File: src/rtl/keypad_entry_ctrl.sv
// Keypad entry controller: syncs, debounces and priority-encodes a 10-line
// keypad and accumulates BCD digits.
// Ports: clk, rst (async, active high); key_in[9:0] raw keys;
//   enter/clear commands; out_valid/out_ready handshake;
//   out_digits, out_count, cur_digit, digit_strobe, overflow.
module keypad_entry_ctrl #(
  parameter  int NUM_DIGITS = 4,
  parameter  int DEB_CYCLES = 4,
  localparam int CW = $clog2(NUM_DIGITS + 1),
  localparam int DW = 4 * NUM_DIGITS
) (
  input  logic          clk,
  input  logic          rst,
  input  logic [9:0]    key_in,
  input  logic          enter,
  input  logic          clear,
  input  logic          out_ready,
  output logic          out_valid,
  output logic [DW-1:0] out_digits,
  output logic [CW-1:0] out_count,
  output logic [3:0]    cur_digit,
  output logic          digit_strobe,
  output logic          overflow
);

  localparam int NW = $clog2(DEB_CYCLES + 1);

  typedef enum logic [2:0] {
    IDLE,
    DEB_PRESS,
    HELD,
    DEB_RELEASE,
    SEND
  } state_t;

  state_t        state_q, state_d;
  logic [9:0]    s1_q, ks_q;
  logic [NW-1:0] cnt_q, cnt_d;
  logic [3:0]    cand_q, cand_d;
  logic [DW-1:0] buf_q, buf_d;
  logic [CW-1:0] count_q, count_d;
  logic [3:0]    cur_q, cur_d;
  logic          strobe_q, strobe_d;
  logic          ovf_q, ovf_d;
  logic          valid_q, valid_d;

  logic          key_any;
  logic [3:0]    enc;
  logic          full;
  logic          last;

  // Highest-numbered pressed key wins.
  function automatic logic [3:0] enc_f(input logic [9:0] k);
    logic [3:0] r;
    r = 4'd0;
    for (int i = 0; i < 10; i++) begin
      if (k[i]) r = 4'(i);
    end
    return r;
  endfunction

  assign key_any = |ks_q;
  assign enc     = enc_f(ks_q);
  assign full    = (count_q == CW'(NUM_DIGITS));
  assign last    = (cnt_q == NW'(DEB_CYCLES - 1));

  always_ff @(posedge clk or posedge rst) begin
    if (rst) begin
      s1_q <= '0;
      ks_q <= '0;
    end else begin
      s1_q <= key_in;
      ks_q <= s1_q;
    end
  end

  always_ff @(posedge clk or posedge rst) begin
    if (rst) begin
      state_q  <= IDLE;
      cnt_q    <= '0;
      cand_q   <= '0;
      buf_q    <= '0;
      count_q  <= '0;
      cur_q    <= '0;
      strobe_q <= 1'b0;
      ovf_q    <= 1'b0;
      valid_q  <= 1'b0;
    end else begin
      state_q  <= state_d;
      cnt_q    <= cnt_d;
      cand_q   <= cand_d;
      buf_q    <= buf_d;
      count_q  <= count_d;
      cur_q    <= cur_d;
      strobe_q <= strobe_d;
      ovf_q    <= ovf_d;
      valid_q  <= valid_d;
    end
  end

  always_comb begin
    state_d  = state_q;
    cnt_d    = cnt_q;
    cand_d   = cand_q;
    buf_d    = buf_q;
    count_d  = count_q;
    cur_d    = cur_q;
    strobe_d = 1'b0;
    ovf_d    = 1'b0;
    valid_d  = valid_q;

    unique case (state_q)
      IDLE: begin
        if (key_any) begin
          cand_d  = enc;
          cnt_d   = NW'(1);
          state_d = DEB_PRESS;
        end else if (enter && count_q != '0 && !clear) begin
          valid_d = 1'b1;
          state_d = SEND;
        end
      end
      DEB_PRESS: begin
        if (key_any && enc == cand_q) begin
          if (last) begin
            state_d = HELD;
            if (full) begin
              ovf_d = 1'b1;
            end else begin
              buf_d    = {buf_q[DW-5:0], cand_q};
              count_d  = count_q + CW'(1);
              cur_d    = cand_q;
              strobe_d = 1'b1;
            end
          end else begin
            cnt_d = cnt_q + NW'(1);
          end
        end else begin
          state_d = IDLE;
        end
      end
      HELD: begin
        if (!key_any) begin
          cnt_d   = NW'(1);
          state_d = DEB_RELEASE;
        end
      end
      DEB_RELEASE: begin
        if (key_any) begin
          state_d = HELD;
        end else if (last) begin
          state_d = IDLE;
        end else begin
          cnt_d = cnt_q + NW'(1);
        end
      end
      SEND: begin
        if (valid_q && out_ready) begin
          valid_d = 1'b0;
          buf_d   = '0;
          count_d = '0;
          state_d = key_any ? HELD : IDLE;
        end
      end
      default: state_d = IDLE;
    endcase

    // Clear overrides any concurrent insert; pulses are left untouched.
    if (clear && state_q != SEND) begin
      buf_d   = '0;
      count_d = '0;
    end
  end

  assign out_valid    = valid_q;
  assign out_digits   = buf_q;
  assign out_count    = count_q;
  assign cur_digit    = cur_q;
  assign digit_strobe = strobe_q;
  assign overflow     = ovf_q;

endmodule

File: config.mk
export PLATFORM = sky130hd
export DESIGN_NAME = keypad_entry_ctrl
export DESIGN_NICKNAME = d
export VERILOG_FILES = /design/src/rtl/keypad_entry_ctrl.sv
export SDC_FILE = /design/constraint.sdc
export NUM_CORES = 1
export LEC_CHECK = 0
export CAP_MARGIN = 20
export CORE_ASPECT_RATIO = 1.1
export CORE_MARGIN = 1
export CORE_UTILIZATION = 40
export DETAILED_ROUTE_END_ITERATION = 10
export PLACE_DENSITY = 0.68
export SETUP_SLACK_MARGIN = 0.4
export SLEW_MARGIN = 20
export SYNTH_ARGS = -nofsm -noshare
export SYNTH_HDL_FRONTEND = slang
export SYNTH_SLANG_ARGS = --single-unit
File: constraint.sdc
create_clock -name clk -period 2.3 [get_ports clk]
set_clock_uncertainty 0.1 [all_clocks]
set_input_delay 0.46 -clock clk [delete_from_list [all_inputs] [get_ports clk]]
set_output_delay 0.46 -clock clk [all_outputs]
set_load 0.01 [all_outputs]
==> results of run 1 <==
==> layer usage <==
layer  part of all wire  wire length [um]  vias up  track usage
met3              0.033               156        8       0.0330
met1               0.44              2120      919        0.199
li1                   -                 -      872            -
met5                  0                 0        -            0
met4              0.013                61        0       0.0524
met2               0.51              2450       34        0.268
==> area by class of cell <==
class,instances,area share
clock buffer,6,0.0245
timing repair buffer,68,0.202
tap,77,0.0286
clock inverter,2,0.0115
sequential,56,0.417
inverter,10,0.0123
multi-input combinational,135,0.304
==> critical path: cells and delay by family (launching register included) <==
family | cells | cell delay [ns]
simple gates | 1 | 0.25
flops | 1 | 0.47
buf+inv | 3 | 0.49
compound gates | 4 | 0.96
==> report_power, final <==
part           internal, mW  total, mW  leakage, nW  switching [mW]
Clock                 0.356      0.661       0.0614           0.304
Combinational         0.348      0.661        0.695           0.313
Sequential             1.08       1.21        0.709           0.128
Total                  1.78       2.53         1.46           0.746
==> cells by family (layout without fill, tap and decap cells) <==
| kind of cell | after synthesis | count (layout) | synth area share |
|---|---|---|---|
| mux | 9 | 9 | 0.0467 |
| fa+ha+maj | 4 | 4 | 0.0208 |
| compound gates | 53 | 53 | 0.166 |
| flops | 56 | 56 | 0.582 |
| simple gates | 69 | 69 | 0.142 |
| buf+inv | 19 | 86 | 0.0426 |
==> flip-flops by register name, summed over array words and instances (netlist names) <==
register	count
overflow	1
out_count	3
cand_q	4
s1_q	10
out_valid	1
cur_digit	4
ks_q	10
cnt_q	3
digit_strobe	1
out_digits	16
state_q	3
==> stage by stage <==
step	TNS [ns]	area [sq um]
floorplan	0	2480
global placement	-0.0722	3110
detailed placement	-0.447	3110
CTS	0	3260
global route	-1.98	3370
finish	-0.216	3370
==> how the worst max path moves through the flow <==
| stage | from | to | depth (start not counted) |
|---|---|---|---|
| after floorplan | ks_q[5]$_DFF_PP0_ | cur_digit[0]$_DFFE_PP0P_ | 8 |
| after global placement | ks_q[5]$_DFF_PP0_ | cur_digit[1]$_DFFE_PP0P_ | 7 |
| after detailed placement | ks_q[5]$_DFF_PP0_ | cur_digit[3]$_DFFE_PP0P_ | 7 |
| after CTS | ks_q[2]$_DFF_PP0_ | cur_digit[2]$_DFFE_PP0P_ | 7 |
| after global routing | ks_q[5]$_DFF_PP0_ | out_digits[11]$_DFFE_PP0P_ | 8 |
| final | ks_q[5]$_DFF_PP0_ | out_digits[1]$_DFFE_PP0P_ | 8 |
==> repair_timing <==
| action | 4_1_cts | 5_1_grt |
|---|---|---|
| resized for setup | 6 | 11 |
| buffers inserted | 1 | 4 |
| endpoints found under the setup margin | 32 | 37 |
| cloned | 0 | 1 |
| pin swaps | 1 | 7 |
==> layout by cell type, fill, tap and decap left out, types with 3 or more instances in the layout <==
cell type and n:
a21oi_1 6, mux2_4 5, o21ai_0 5, buf_6 4
inv_1 8, o31ai_1 3, a22o_1 17, nor3_1 3
buf_12 3, ha_1 4, nor2b_1 3, o211ai_1 3
clkdlybuf4s50_1 40, nand2_1 23, nor2_1 23, dfrtp_1 54
clkbuf_8 6, buf_4 20
==> results.cfg, run 1 <==
[global_route]
overflow = 0
grt_use_total = 0.157
first_global_vias = 1696
grt_pass1_wl_um = 7980
grt_max_degree = 29
antenna_found_initial = 0

[sta]
maxSlewHeadroom = 0.699
fin_crit_ns = 2.33
fmax_mhz = 429
setup_viol = 13
finalMaxSlewViolations = 0
rsz0062_at_grt = yes
layout_setup_ws_ns = -0.0292
finalHoldViolCount = 0
worst_pin_slew_ns = 0.451
fin_crit_sh = 1.01
whs_ns = 0.254

[synth]
synthCells = 210
synth-async-reset-ratio = 1.00
yosysTopAreaCell = dfrtp_1
synth-main-ff-cell = dfrtp_1
avgSynthCellArea_sq_um = 11.5
synth-seq-cells = 56
syn-cell-area_sq_mm = 0.00241
synth.distinct_cells = 42
synth_commonest_cells = dfrtp_1 (56), nand2_1 (24), nor2_1 (23), a22o_1 (17), inv_1 (10)
ys_seq_area_frac = 0.582
synth_top_area_frac = 0.582
syn-num-nets = 229
yosys_warnings = 0
synth_edf_count = 0
synthTopCellsByArea = dfrtp_1 (58%), a22o_1 (6.2%), nand2_1 (3.7%)
synth.most_common_cell = dfrtp_1

[pwr]
p_total_mw = 2.53
powerDensity_mw_per_mm2 = 750
power.leakage_nw = 1.46
ir_drop_mv = 0.361

[min_path]
hold_depth = 0
hold_class = reg -> reg
min_to = ks_q[7]$_DFF_PP0_
min_from = s1_q[7]$_DFF_PP0_

[detailed_routing]
routed_wl_um = 4780
first_iter_violations = 80
drt-pass1-iter-count = 4
drcViolationCount = 0
vias = 1833
viasPerCell = 5.18
antenna_left = 0
wl_per_cell_um = 13.5

[setup_path]
regToRegEndpoint = out_digits[1]$_DFFE_PP0P_
crit_fanout = 8
worstSetupEndpointType = register
critical_path.max_stage_delay_ns = 0.47
cp_slowest_cell = dfrtp_2
cp.required_ns = 2.45
timing.rr.start = ks_q[5]$_DFF_PP0_
cp_data_arrival_time_ns = 2.48
crit_type = reg -> reg
crit_chain = o31a_2 -> o311ai_2 -> o211ai_2 -> buf_6 -> nor4_4 -> buf_4 -> clkbuf_16 -> a22o_1
r2r_cells = 8
ff2ff_setup_slack_ns = -0.03
cp-start-kind = register

[floorplanning]
dieArea_sq_mm = 0.00634
start_util = 0.415
dieHeight_um = 83.4
ios = 41
coreArea_sq_mm = 0.00581
rows = 29
die_w_um = 76.0

[cells_and_area]
drive_above_1_share = 0.249
nFillCells = 518
seq_area_sq_mm = 0.00140
nNetsFinal = 295
multi_input_area_sq_mm = 0.00102
fin_util = 0.580
finalNonFillerCells = 354
syn2layout_area_growth_pct = 39.8
diodes = 0

[run_status]
status = finished with violations
violations = setup timing

[place]
dp_hpwl_um = 3420
pre_cts_slack_ns = -0.0603
gp_congestion = 0.818
dp.cells = 340
port_buffers = 40

[clock_tree]
cts_hold_buf = 0
clock_latency_ns = 0.30
cts-root-buf = clkbuf_8
cts_tree = yes
clk_pin_slew_ns = 0.10
cts_buffer_depth = 2
cts.sinks = 56
cts_buffers = 5
cts_max_level = 2

[job]
maxCapViolCount = 0
No activity file was read; power rests on OpenSTA's default activity.
==> inputs of run 2 (changes only) <==
--- a/config.mk
+++ b/config.mk
@@ -9,10 +9,13 @@
 export CORE_ASPECT_RATIO = 1.1
 export CORE_MARGIN = 1
 export CORE_UTILIZATION = 40
+export CTS_CLUSTER_DIAMETER = 100
 export DETAILED_ROUTE_END_ITERATION = 10
+export GPL_ROUTABILITY_DRIVEN = 0
 export PLACE_DENSITY = 0.68
 export SETUP_SLACK_MARGIN = 0.4
 export SLEW_MARGIN = 20
 export SYNTH_ARGS = -nofsm -noshare
 export SYNTH_HDL_FRONTEND = slang
 export SYNTH_SLANG_ARGS = --single-unit
+export TNS_END_PERCENT = 30
==> results.cfg, run 2 (synthesis gave the netlist of run 1 again) <==
[run_status]
status = finished, final reports clean

[floorplanning]
coreArea_sq_mm = 0.00581
start_util = 0.415
rows = 29
ios = 41
dieArea_sq_mm = 0.00634
die_w_um = 76.0
dieHeight_um = 83.4

[sta]
rsz0062_at_grt = yes
maxSlewHeadroom = 0.693
whs_ns = 0.255
fin_crit_ns = 2.30
fmax_mhz = 436
fin_crit_sh = 0.998
worst_pin_slew_ns = 0.460
finalMaxSlewViolations = 0
layout_setup_ws_ns = 0.00471
totalNegativeSetupSlack_ns = 0
setup_viol = 0
finalHoldViolCount = 0

[clock_tree]
clk_pin_slew_ns = 0.10
cts_max_level = 2
cts_buffer_depth = 2
clock_latency_ns = 0.31
cts.sinks = 56
cts-root-buf = clkbuf_8
cts_hold_buf = 0
cts_buffers = 5
cts_tree = yes

[cells_and_area]
final_common_cell = dfrtp_1
drive_above_1_share = 0.237
diodes = 0
nNetsFinal = 296
mostFrequentLayoutCells = dfrtp_1 (53), clkdlybuf4s50_1 (39), buf_4 (24)
syn2layout_area_growth_pct = 37.2
largest_reg_flops = 16
fin_util = 0.569

[place]
port_buffers = 40
dp_hpwl_um = 3480
pre_cts_slack_ns = -0.0230

[min_path]
hold_depth = 0
hold_class = reg -> reg
min_from = s1_q[1]$_DFF_PP0_
min_to = ks_q[1]$_DFF_PP0_

[setup_path]
cp.required_ns = 2.45
ff2ff_setup_slack_ns = 0.005
cp_slowest_cell = dfrtp_2
critical_path.max_stage_delay_ns = 0.45
regToRegEndpoint = out_digits[15]$_DFFE_PP0P_
cp-start-kind = register
setup.worst_path.start = ks_q[5]$_DFF_PP0_
critical_path_buf_inv_count = 3
crit_fanout = 8
cp_num_cells = 8
timing.rr.start = ks_q[5]$_DFF_PP0_
r2r_cells = 8
crit_type = reg -> reg
critical-path-top-delay-family = compound AO/OA/AOI/OAI gates
crit_chain = o31a_2 -> o311ai_2 -> o211ai_2 -> buf_6 -> nor4_4 -> buf_4 -> clkbuf_16 -> a22o_1
cp_data_arrival_time_ns = 2.45
worstSetupEndpointType = register

[detailed_routing]
vias = 1841
routed_wl_um = 4870
wl_per_cell_um = 13.7
first_iter_violations = 60
drcViolationCount = 0
antenna_left = 0
viasPerCell = 5.19
drt-pass1-iter-count = 4

[global_route]
grt_pass1_wl_um = 8270
antenna_found_initial = 0
grt_use_total = 0.163
overflow = 0
grt_max_degree = 38
first_global_vias = 1771

[pwr]
p_total_mw = 2.39
powerDensity_mw_per_mm2 = 722
ir_drop_mv = 0.434
power.leakage_nw = 1.45

[job]
maxCapViolCount = 0
-- run 2: report_power, final --
part	leakage (nW)	switching, mW	total [mW]	internal, mW
combinational	0.698	0.332	0.670	0.338
clock	0.0485	0.324	0.543	0.219
sequential	0.708	0.0952	1.17	1.08
total	1.45	0.751	2.39	1.63
-- run 2: through the flow --
step / instances / instance area (sq um)
2_1_floorplan: 210 / 2470
3_3_place_gp: 342 / 3110
4_1_cts: 350 / 3220
3_5_place_dp: 342 / 3110
6_report: 355 / 3310
5_1_grt: 355 / 3310
-- run 2: worst max-delay path by stage --
stage                                  to  slack, ns
2_1_floorplan    cur_digit[0]$_DFFE_PP0P_       0.08
3_3_place_gp     cur_digit[0]$_DFFE_PP0P_     -0.004
3_5_place_dp     cur_digit[2]$_DFFE_PP0P_      -0.02
4_1_cts         out_digits[3]$_DFFE_PP0P_     -0.003
5_1_grt         out_digits[0]$_DFFE_PP0P_      -0.09
6_report       out_digits[15]$_DFFE_PP0P_      0.005
-- run 2: worst register-to-register path, cell delays in order (launching register included) --
cell and delay [ns]:
dfrtp_2 0.45, o31a_2 0.38, o311ai_2 0.29, o211ai_2 0.15, buf_6 0.16, nor4_4 0.25
buf_4 0.18, clkbuf_16 0.15, a22o_1 0.13
-- run 2: area by class of cell --
cell class	count	area [sq um]
Multi-Input combinational cell	135	996
Clock buffer	5	68.8
Clock inverter	3	22.5
Inverter	10	37.5
Tap cell	77	96.3
Sequential cell	56	1410
Timing Repair Buffer	69	679
Fill cell	527	2500
-- run 2: repair_timing --
item                                    in CTS  in global routing
resized for setup                            3                  9
endpoints found under the setup margin      33                 36
setup buffers                                0                  4
cloned                                       0                  1
pin swaps                                    1                  8
-- run 2: per-layer routing --
layer,GRT usage,wire length (um),up-vias
li1,-,-,882
met1,0.211,2180,919
met2,0.274,2450,32
met3,0.0330,152,8
met4,0.0577,79,0
met5,0,0,-
